==> src/rtl/mem_responder_pkg.sv <==
// Shared bus types for the core/memory request-response path.
// Also used by the core's bus-side FSM, so keep the state encoding stable.
package mem_responder_pkg;

  localparam int DATA_W = 32;
  localparam int ADDR_W = 12;

  typedef enum logic [1:0] {
    IDLE = 2'd0,
    WAIT = 2'd1,
    RESP = 2'd2
  } state_e;

  function automatic logic addr_in_range(input logic [ADDR_W-1:0] addr,
                                         input int unsigned depth);
    return {{(32-ADDR_W){1'b0}}, addr} < depth;
  endfunction

endpackage

==> src/rtl/mem_responder_array.sv <==
// DEPTH x DATA_W single-port store: synchronous write, registered read, no reset.
// Read data appears the cycle after an enabled read and holds until the next one.
module mem_responder_array
  import mem_responder_pkg::*;
#(
  parameter int DEPTH = 32,
  localparam int IDX_W = (DEPTH > 1) ? $clog2(DEPTH) : 1
) (
  input  logic              clk,
  input  logic              en,
  input  logic              we,
  input  logic [IDX_W-1:0]  idx,
  input  logic [DATA_W-1:0] wdata,
  output logic [DATA_W-1:0] rdata
);

  logic [DATA_W-1:0] mem_q [DEPTH];
  logic [DATA_W-1:0] rdata_q;
  logic [DATA_W-1:0] rdata_d;

  always_comb begin
    rdata_d = rdata_q;
    if (en && !we) rdata_d = mem_q[idx];
  end

  always_ff @(posedge clk) begin
    rdata_q <= rdata_d;
    if (en && we) mem_q[idx] <= wdata;
  end

  assign rdata = rdata_q;

endmodule

==> src/rtl/mem_responder.sv <==
// One-outstanding valid/ready memory responder; access WAIT_CYCLES+1 edges after accept.
// Response is held until rsp_ready; no new request is taken while one is in flight.
module mem_responder
  import mem_responder_pkg::*;
#(
  parameter int DEPTH       = 32,
  parameter int WAIT_CYCLES = 1
) (
  input  logic              clk,
  input  logic              rst,
  input  logic              req_valid,
  output logic              req_ready,
  input  logic              req_we,
  input  logic [ADDR_W-1:0] req_addr,
  input  logic [DATA_W-1:0] req_wdata,
  output logic              rsp_valid,
  input  logic              rsp_ready,
  output logic [DATA_W-1:0] rsp_rdata,
  output logic              rsp_err
);

  localparam int          IDX_W     = (DEPTH > 1) ? $clog2(DEPTH) : 1;
  localparam logic [3:0]  WAIT_INIT = 4'(WAIT_CYCLES);

  state_e            state_q, state_d;
  logic [3:0]        cnt_q, cnt_d;
  logic              we_q, we_d;
  logic [ADDR_W-1:0] addr_q, addr_d;
  logic [DATA_W-1:0] wdata_q, wdata_d;
  logic              ready_q, ready_d;
  logic              rd_sel_q, rd_sel_d;
  logic              err_q, err_d;
  logic              acc_en;
  logic              in_range;
  logic [DATA_W-1:0] arr_rdata;

  assign in_range = addr_in_range(addr_q, DEPTH);

  always_comb begin
    state_d  = state_q;
    cnt_d    = cnt_q;
    we_d     = we_q;
    addr_d   = addr_q;
    wdata_d  = wdata_q;
    rd_sel_d = rd_sel_q;
    err_d    = err_q;
    acc_en   = 1'b0;
    case (state_q)
      IDLE: begin
        if (req_valid && ready_q) begin
          we_d    = req_we;
          addr_d  = req_addr;
          wdata_d = req_wdata;
          cnt_d   = WAIT_INIT;
          state_d = WAIT;
        end
      end
      WAIT: begin
        if (cnt_q == 4'd0) begin
          acc_en   = 1'b1;
          err_d    = !in_range;
          rd_sel_d = in_range && !we_q;
          state_d  = RESP;
        end else begin
          cnt_d = cnt_q - 4'd1;
        end
      end
      RESP: begin
        if (rsp_ready) begin
          err_d    = 1'b0;
          rd_sel_d = 1'b0;
          state_d  = IDLE;
        end
      end
      default: state_d = IDLE;
    endcase
    ready_d = (state_d == IDLE);
  end

  always_ff @(posedge clk) begin
    if (rst) begin
      state_q  <= IDLE;
      cnt_q    <= 4'd0;
      we_q     <= 1'b0;
      addr_q   <= '0;
      wdata_q  <= '0;
      ready_q  <= 1'b0;
      rd_sel_q <= 1'b0;
      err_q    <= 1'b0;
    end else begin
      state_q  <= state_d;
      cnt_q    <= cnt_d;
      we_q     <= we_d;
      addr_q   <= addr_d;
      wdata_q  <= wdata_d;
      ready_q  <= ready_d;
      rd_sel_q <= rd_sel_d;
      err_q    <= err_d;
    end
  end

  // Gate with rst so a store that reaches its access edge during reset is dropped.
  mem_responder_array #(.DEPTH(DEPTH)) u_array (
    .clk   (clk),
    .en    (acc_en && in_range && !rst),
    .we    (we_q),
    .idx   (addr_q[IDX_W-1:0]),
    .wdata (wdata_q),
    .rdata (arr_rdata)
  );

  assign req_ready = ready_q;
  assign rsp_valid = (state_q == RESP);
  assign rsp_err   = err_q;
  assign rsp_rdata = rd_sel_q ? arr_rdata : '0;

endmodule

==> config.mk <==
export PLATFORM = sky130hd
export DESIGN_NAME = mem_responder
export DESIGN_NICKNAME = d
export VERILOG_FILES = /design/src/rtl/mem_responder_pkg.sv /design/src/rtl/mem_responder_array.sv /design/src/rtl/mem_responder.sv
export SDC_FILE = /design/constraint.sdc
export NUM_CORES = 1
export LEC_CHECK = 0
export CORE_ASPECT_RATIO = 1.4
export CORE_MARGIN = 3
export CORE_UTILIZATION = 45
export CTS_CLUSTER_DIAMETER = 150
export DETAILED_ROUTE_END_ITERATION = 8
export SLEW_MARGIN = 20
export SYNTH_ARGS = -nofsm -noshare
export SYNTH_HDL_FRONTEND = slang
export SYNTH_HIERARCHICAL = 1
export SYNTH_SLANG_ARGS = --single-unit
export TNS_END_PERCENT = 5
==> constraint.sdc <==
create_clock -name clk -period 5 [get_ports clk]
set_input_delay 1 -clock clk [delete_from_list [all_inputs] [get_ports clk]]
set_output_delay 1 -clock clk [all_outputs]
set_load 0.05 [all_outputs]
# Word-level counts from Yosys, hierarchy flattened
# Memories as Yosys holds them, arrays and structs flattened. A register that Yosys moved wholly into a read port is not among the register bits.
# Cells that the tools add are included.
dict set report op_classes {
  addsub 1
  mul 0
  div_mod_pow 0
  order_cmp 1
  n_eq_ne 6
  shifts 0
  n_mux 17
  bitwise_logic 0
  n_reduce_logical 17
}
# op count
set op_table {}
lappend op_table {{2-to-1 mux 32 bit} 1}
lappend op_table {{< comparator 12 x 6 -> 1 bit (second input constant)} 1}
lappend op_table {{2-to-1 mux 4 bit} 2}
lappend op_table {{one-hot mux 4 bit (2 select lines)} 1}
lappend op_table {{2-to-1 mux 1 bit} 7}
lappend op_table {{logical AND 1 bit} 6}
lappend op_table {{2-to-1 mux 2 bit} 3}
lappend op_table {{inequality test 2 bit (second input constant)} 3}
lappend op_table {{one-hot mux 2 bit (3 select lines)} 1}
lappend op_table {{AND reduction 3 bit} 2}
lappend op_table {{logical NOT 2 bit} 2}
lappend op_table {{logical NOT 4 bit} 1}
lappend op_table {{one-hot mux 1 bit (2 select lines)} 2}
lappend op_table {{nonzero test 2 bit} 2}
lappend op_table {{subtractor 4 x 1 -> 4 bit (second input constant)} 1}
lappend op_table {{logical NOT 1 bit} 3}
lappend op_table {{== test 2 x 1 -> 1 bit (second input constant)} 1}
lappend op_table {{== test 2 bit (second input constant)} 1}
lappend op_table {{inequality test 2 x 1 -> 1 bit (second input constant)} 1}
lappend op_table {{AND reduction 2 bit} 1}
dict set report word_totals {
  regBits 54
  latch_bits 0
  mem_bits_rw 1024
  romBits 0
  in_bits 49
  output_inout_bits 35
  elab_cells 51
  memories 1
}
# memory depth width read_ports rd_clocked_by_memory_dff wr line
set memory_table {}
lappend memory_table {u_array.mem_q 32 32 1 1 1 mem_responder_array.sv:17} ;# logic [DATA_W-1:0] mem_q [DEPTH];

# Longest topological paths before layout
# Gate-level depths: netlist (run 1).
dict set report logic_depth {
  word_depth 8
  ltp_mapped 8
  ltp_nobuf 8
}

# Hierarchy
# Netlist (run 1), hierarchy kept.
# module n_inst cells_each area_each_um2
set modules_own_cells {}
lappend modules_own_cells {mem_responder_array 1 2110 40063.4}
lappend modules_own_cells {mem_responder 1 291 2299.7}

# Worst setup path before layout (run 1)
# Ideal clock, no wire load.
dict set report synth_path {
  path_kind {input -> register}
  startpoint {input rst}
  endpoint {memory u_array.mem_q[24][0], enable pin}
  setup_time_ns 0.461
  t_arrival_ns 4.422
  setup_slack_ns 0.117
  cell_stages 7
  n_path_buf 3
  path_cell_list {clkbuf_8 clkbuf_1 nor3_1 nand2_1 or3_1 clkbuf_1 nor3_1}
}
dict set report synth_via {
  elab_chain_cells 5
}
# item line
set synth_lines {}
lappend synth_lines {{start: declaration} mem_responder.sv:10} ;# input logic rst,
lappend synth_lines {{logical NOT 1 bit} mem_responder.sv:105} ;# .en (acc_en && in_range && !rst),
lappend synth_lines {{logical AND 1 bit} mem_responder.sv:105}
lappend synth_lines {{logical AND 1 bit} mem_responder_array.sv:28} ;# if (en && we) mem_q[idx] <= wdata;
lappend synth_lines {{2-to-1 mux 1 bit} mem_responder_array.sv:28}
lappend synth_lines {{2-to-1 mux 1 bit (implied by the code)} mem_responder_array.sv:28}
lappend synth_lines {{end: declaration} mem_responder_array.sv:17}
# Every way passes these cells.

# Worst setup path in the final report (run 1)
dict set report layout_path {
  startpoint {register state_q[1]}
  endpoint {memory u_array.mem_q[28][26], enable pin}
}
dict set report layout_via {
  elab_chain_cells 7
}
# item line
set layout_lines {}
lappend layout_lines {{start: declaration} mem_responder.sv:25} ;# state_e state_q, state_d;
lappend layout_lines {{start signal: assignment} mem_responder.sv:91} ;# state_q <= state_d;
lappend layout_lines {{== test 2 x 1 -> 1 bit} mem_responder.sv:48} ;# case (state_q)
lappend layout_lines {{2-to-1 mux 1 bit} mem_responder.sv:48}
lappend layout_lines {{logical AND 1 bit (2 in series)} mem_responder.sv:105}
lappend layout_lines {{logical AND 1 bit} mem_responder_array.sv:28}
lappend layout_lines {{2-to-1 mux 1 bit} mem_responder_array.sv:28}
lappend layout_lines {{2-to-1 mux 1 bit (implied by the code)} mem_responder_array.sv:28}
# Every way passes these cells.

==> results of run 1 <==
path summary, 6_finish.rpt:
| path | start | to | slack, ns |
|---|---|---|---|
| max | state_q[1]$_SDFF_PP0_ | u_array/mem_q[28][26]$_DFFE_PP_ | 1.01 |
| min | wdata_q[0]$_SDFFE_PP0P_ | wdata_q[0]$_SDFFE_PP0P_ | 0.45 |
| max reg2reg | state_q[1]$_SDFF_PP0_ | u_array/mem_q[28][26]$_DFFE_PP_ | 1.01 |
| min reg2reg | wdata_q[0]$_SDFFE_PP0P_ | wdata_q[0]$_SDFFE_PP0P_ | 0.45 |
layout make-up:
cell class	instances	area, um^2
repair buffers	182	1794
flip-flops and latches	1110	32810
clock buffers	137	2819
clock inverters	53	437.9
inverters	4	15.01
multi-input cells	1142	9026
well taps	1206	1509
diodes	2	5.005
fillers	7299	44570
power by group through the flow:
| stage | sequential [W] | clock [W] | combinational [W] |
|---|---|---|---|
| 2_1_floorplan | 0.0111 | 0 | 0.00168 |
| 3_3_place_gp | 0.0110 | 0 | 0.00273 |
| 3_5_place_dp | 0.0111 | 0 | 0.00278 |
| 4_1_cts | 0.0109 | 0.00771 | 0.00279 |
| 5_1_grt | 0.0109 | 0.00809 | 0.00294 |
| 6_report | 0.0109 | 0.00757 | 0.00277 |
worst reg2reg max path: cells and delay by family (launching register included):
family / cells / cell delay, ns
fa+ha+maj: 1 / 0.31
buf+inv: 2 / 0.45
flops: 1 / 0.34
simple gates: 5 / 2.62
per-layer routing:
| metal | GRT usage, % | wire [um] | part of all wire (%) | vias to the layer above |
|---|---|---|---|---|
| met5 | 0 | 0 | 0 | - |
| met4 | 5.655 | 2157 | 2.1 | 0 |
| li1 | - | - | - | 9845 |
| met3 | 3.494 | 6590 | 6.3 | 124 |
| met2 | 36.24 | 52480 | 50 | 740 |
| met1 | 28.59 | 43230 | 41 | 11507 |
placed cells by master, fill, tap and decap left out, types with 4 or more instances in the layout:
cell type,n
a21oi_1,46
buf_4,84
clkdlybuf4s50_1,82
nor2_1,8
bufinv_16,5
buf_12,10
nor2b_1,5
dfxtp_1,44
inv_1,4
inv_6,4
clkbuf_1,26
nor2_4,28
nand4bb_2,7
clkbuf_8,5
edfxtp_1,1056
nor3_1,4
nor4_1,64
dfxtp_2,9
clkinv_4,5
clkinvlp_4,7
and2_1,32
nand4b_1,5
clkinv_1,12
buf_16,5
nor3_2,4
clkinv_2,19
ha_1,6
mux2i_1,515
o22ai_1,256
clkbuf_16,106
nand2_1,129
cells by family (layout without fill, tap and decap cells):
group	count (synthesis)	in the layout	share of synthesized area [%]
xor+xnor	2	2	0.04136
simple gates	309	309	3.786
fa+ha+maj	6	6	0.1772
flops	1110	1110	77.41
compound gates	310	310	4.472
mux	515	515	12.17
buf+inv	149	376	1.949
other cells	0	2	0
state kept, by name (all words and copies together), names as in the netlist:
signal and count:
addr_q 12, cnt_q 4, rd_sel_q 1, req_ready 1, rsp_err 1, state_q 2, u_array/mem_q 1024, u_array/rdata 32
wdata_q 32, we_q 1
through the flow:
| step | hold WS, ns | total power, W | utilization, % | instances |
|---|---|---|---|---|
| 2_1_floorplan | 0.4351 | 0.01274 | - | 2401 |
| 3_3_place_gp | 0.4470 | 0.01378 | 48.34 | 3636 |
| 3_5_place_dp | 0.4507 | 0.01384 | 48.47 | 3641 |
| 4_1_cts | 0.4591 | 0.02136 | 51.97 | 3831 |
| 5_1_grt | 0.4878 | 0.02191 | 52.06 | 3834 |
| 6_report | 0.4541 | 0.02119 | 52.07 | 3836 |
==> impl_metrics.tcl, run 1 <==
set metrics [dict create \
    finalCritPeriodShare_pct 79.79 \
    slew_headroom_pct 24.97 \
    routed_wl_um 104500 \
    cts-hold-fix-buffers 0 \
    initial_core_util_pct 45.56 \
    cts-root-buf "clkbuf_16" \
    cp-end-kind "flip-flop" \
    power_frac_seq_pct 51.2 \
    async_reset_ff_share_pct 0 \
    yosys_warnings 6 \
    wl_per_cell_um 27.23 \
    worst_pin_slew_ns 1.123 \
    clk_pin_slew_ns 0.06 \
    finalSetupViolations 0 \
    fin_skew_ns 0.02536 \
    vias 22216 \
    synth_seq_cells 1110 \
    drtAntennaViolNets 0 \
    die_height_um 369.0 \
    p_int_w 0.01577 \
    maxSlewViolCount 0 \
    grt_pass1_wl_um 152700 \
    drt_iter0_markers 1985 \
    cp_num_buf_inv 2 \
    grt_max_degree 116 \
    crit_cells 8 \
    io_buffer_count 83 \
    seq_area_frac_synth_pct 77.41 \
    netlist_top_cells_area "edfxtp_1 75%, mux2i_1 12%, o22ai_1 3.8%" \
    numCtsBuffers 101 \
    p_sw_w 0.005420 \
    drv_cap 0 \
    first_pass_iters 8 \
    status "completed" \
    post-route-worst-setup-slack_ns 1.011 \
    ir_drop_uv 304.6 \
    worstPathArrival_ns 4.37 \
    avgSynthCellArea_um2 17.64 \
    antenna_found_initial 3 \
    coreArea_um2 92980 \
    synth_top_area_cell "edfxtp_1" \
    die-area_um2 97910 \
    gp_congestion 0.8249 \
    finalHoldViolCount 0 \
    netlist_instances 2401 \
    critPathMaxStageDelay_ns 0.86 \
    dp_slack_ns 0.9467 \
    holdPathStages 2 \
    syn_area_um2 42360 \
    pwr-share-clk_pct 35.7 \
    p_leak_nw 14.87 \
    boundaryPins 84 \
    combPwrFrac_pct 13.1 \
    cp.required_ns 5.38 \
    grt-ovfl-total 0 \
    synth.most_common_cell "edfxtp_1" \
    dp_hpwl_um 64830 \
    hold_class "reg2reg" \
    worstPathMaxFanout 23 \
    cp_top_family "simple AND/OR/NAND/NOR gates" \
    via_per_inst 5.791 \
    synthTopCellsByCount "1,056 x edfxtp_1, 515 x mux2i_1, 256 x o22ai_1" \
    cts-resized-gates 0 \
    finalSetupTns_ns 0 \
    fin_nets 2596 \
    worstPathCellList "inv_1 -> ha_1 -> nand4bb_2 -> nor3_1 -> nand2_1 -> or3_1 -> nor2_4 -> buf_4" \
    h-tree-depth 3 \
    netlist-cell-type-count 44 \
    clk_latency_ns 0.68 \
    cts_max_path_buffers 3 \
    track_usage_pct 21.31 \
    dpl_cell_area_um2 45070 \
    crit_slowest_cell "nor2_4" \
    cp-start-kind "flip-flop" \
    areaGrowthSynthToFinish_pct 14.28 \
    synth_top_cell_area_share_pct 74.85 \
    drc 0 \
    max_freq_mhz 250.7 \
    cts.sinks 1110 \
    ys_dominant_reg_cell "edfxtp_1" \
    switching_share_pct 25.58 \
    cts_tree "yes" \
    fin_crit_ns 3.989 \
    cts_post_setup_buffers_inserted 0 \
    r2r_cells 8 \
    fin_area_um2 48410 \
    synth_edf_count 1056 \
    grt_setup_unrepaired "no" \
    crit_type "reg2reg" \
    grt_pass1_vias 22149 \
    syn_nets 2456 \
    dieWidth_um 265.3 \
    drive_above_1_share_pct 12.02 \
    fp-row-count 132 \
    p_per_area_nw_per_um2 437.8 \
]
No activity file was read; power rests on OpenSTA's default activity.
==> inputs of run 2 (changes only) <==
Clock period 5 ns to 3.2 ns, I/O delays scaled along.
==> run 2 against run 1 <==
- first-iteration DRC count is 5.6% higher
- die area stayed put
- largest power group unchanged
- routed wire length is 5.0% higher
- maximum frequency is 33% higher
- global-route usage is 1.2 points higher
- critical path type unchanged
==> impl_metrics.tcl, run 2 (synthesized netlist as in run 1, its figures left out) <==
set metrics [dict create \
    drive_above_1_share_pct 14.95 \
    numCtsBuffers 98 \
    die-area_um2 97910 \
    fin_crit_ns 2.996 \
    cts-resized-gates 0 \
    max_freq_mhz 333.8 \
    drt_iter0_markers 2097 \
    grt_max_degree 56 \
    antenna_found_initial 1 \
    r2r_end "u_array/mem_q[24][9]$_DFFE_PP_" \
    boundaryPins 84 \
    die_height_um 369.0 \
    holdPathEnd "addr_q[6]$_SDFFE_PP0P_" \
    final_common_cell "edfxtp_1" \
    gp_congestion 0.8462 \
    io_buffer_count 83 \
    fin_skew_ns 0.02531 \
    slew_headroom_pct 37.42 \
    dieWidth_um 265.3 \
    clk_pin_slew_ns 0.06 \
    finalCritPeriodShare_pct 93.61 \
    p_leak_nw 15.41 \
    areaGrowthSynthToFinish_pct 16.43 \
    cts.sinks 1110 \
    placedCellCount 3705 \
    cts_max_path_buffers 3 \
    worstPathMaxFanout 22 \
    cp-start-kind "flip-flop" \
    holdPathStages 2 \
    grt_setup_unrepaired "no" \
    r2r_cells 10 \
    cts-root-buf "clkbuf_16" \
    worstPathArrival_ns 3.35 \
    status "completed" \
    first_pass_iters 5 \
    hold_class "reg2reg" \
    worst_pin_slew_ns 0.9375 \
    routed_wl_um 109700 \
    clk_latency_ns 0.69 \
    rr_startpoint "state_q[1]$_SDFF_PP0_" \
    largest-register "u_array/mem_q" \
    largest_reg_flops 1024 \
    post-route-worst-setup-slack_ns 0.2045 \
    drc 0 \
    fp-row-count 132 \
    initial_core_util_pct 45.56 \
    dp_slack_ns 0.2506 \
    cp.required_ns 3.55 \
    maxSlewViolCount 0 \
    finalHoldViolCount 0 \
    finalSetupViolations 0 \
    cp-end-kind "flip-flop" \
    worstHoldStart "addr_q[6]$_SDFFE_PP0P_" \
    reg2reg_setup_slack_ns 0.20 \
    ir_drop_uv 438.4 \
    p_per_area_nw_per_um2 685.7 \
    wl_per_cell_um 28.21 \
    drtAntennaViolNets 0 \
    vias 22518 \
    nFillCells 7222 \
    cts_post_setup_buffers_inserted 0 \
    coreArea_um2 92980 \
    grt-ovfl-total 0 \
    grt_pass1_vias 22760 \
    grt_pass1_wl_um 158600 \
    track_usage_pct 22.47 \
    via_per_inst 5.790 \
    drv_cap 0 \
    crit_type "reg2reg" \
    layoutNonFillerInstCount 3889 \
    dp_hpwl_um 67080 \
    final_cell_mix "1,056 x edfxtp_1, 515 x mux2i_1, 256 x o22ai_1" \
    cts-hold-fix-buffers 0 \
    h-tree-depth 3 \
    cts_tree "yes" \
    fin_nets 2654 \
]
## run 2: cell count changes in the layout (fill, tap and decap cells not counted), moves of 4 or more
cell | previous run | this run
buf_12 | 10 | 49
buf_16 | 5 | 0
buf_4 | 84 | 143
bufinv_16 | 5 | 17
clkbuf_1 | 26 | 15
clkbuf_16 | 106 | 101
clkbuf_8 | 5 | 0
clkdlybuf4s50_1 | 82 | 50
clkinv_1 | 12 | 20
clkinv_2 | 19 | 15
clkinv_4 | 5 | 0
nor3_2 | 4 | 0
nor3_4 | 0 | 4
## run 2: area by class of cell
cell class / instances / area [um^2] / area share, %
Antenna cell: 1 / 2.502 / 0.005073
Clock buffer: 116 / 2584 / 5.238
Clock inverter: 67 / 805.8 / 1.634
Inverter: 4 / 15.01 / 0.03044
Multi-Input combinational cell: 1142 / 9045 / 18.34
Sequential cell: 1110 / 32800 / 66.51
Tap cell: 1206 / 1509 / 3.059
Timing Repair Buffer: 243 / 2560 / 5.190
## run 2: worst max-delay path, cell delays in order (launching register included)
cell and delay, ns:
dfxtp_1 0.35, inv_1 0.10, ha_1 0.31, nand4bb_2 0.25, nor3_1 0.27, buf_4 0.19
nand2_1 0.08, or3_1 0.35, buf_4 0.22, nor3_4 0.15, buf_4 0.36
## run 2: where the power goes
part | switching (W) | internal (W) | total (W) | leakage, nW
Combinational | 0.00300 | 0.00161 | 0.00460 | 3.52
Sequential | 0.000320 | 0.0166 | 0.0169 | 10.3
Clock | 0.00516 | 0.00717 | 0.0123 | 1.63
## run 2: worst max path at each step
stage	startpoint	end	slack, ns	depth (start not counted)
floorplan	rst	u_array/mem_q[28][0]$_DFFE_PP_	-0.46	7
global placement	state_q[1]$_SDFF_PP0_	u_array/mem_q[24][3]$_DFFE_PP_	0.37	10
detailed placement	state_q[1]$_SDFF_PP0_	u_array/mem_q[24][3]$_DFFE_PP_	0.25	10
CTS	rd_sel_q$_SDFFE_PP0P_	rsp_rdata[2]	0.20	3
global route	state_q[1]$_SDFF_PP0_	u_array/mem_q[24][21]$_DFFE_PP_	0.05	10
finish	state_q[1]$_SDFF_PP0_	u_array/mem_q[24][9]$_DFFE_PP_	0.20	10
## run 2: through the flow
step	util, %	TNS, ns	hold slack [ns]	area, um^2	total power (W)
final	53.05	0	0.4552	49320	0.03382
after global routing	53.04	0	0.4813	49320	0.03488
after CTS	53.04	0	0.4396	49310	0.03403
after detailed placement	49.39	0	0.4481	45930	0.02180
after global placement	49.39	0	0.4448	45930	0.02172
after floorplan	-	-287.49	0.4351	42380	0.01990
## run 2: metal layers
metal	global-route usage (%)	vias up	share of wire [%]
met5	0	-	0
met3	3.507	141	5.5
li1	-	9959	-
met2	40.03	727	52
met4	7.299	0	3.0
met1	28.09	11691	39
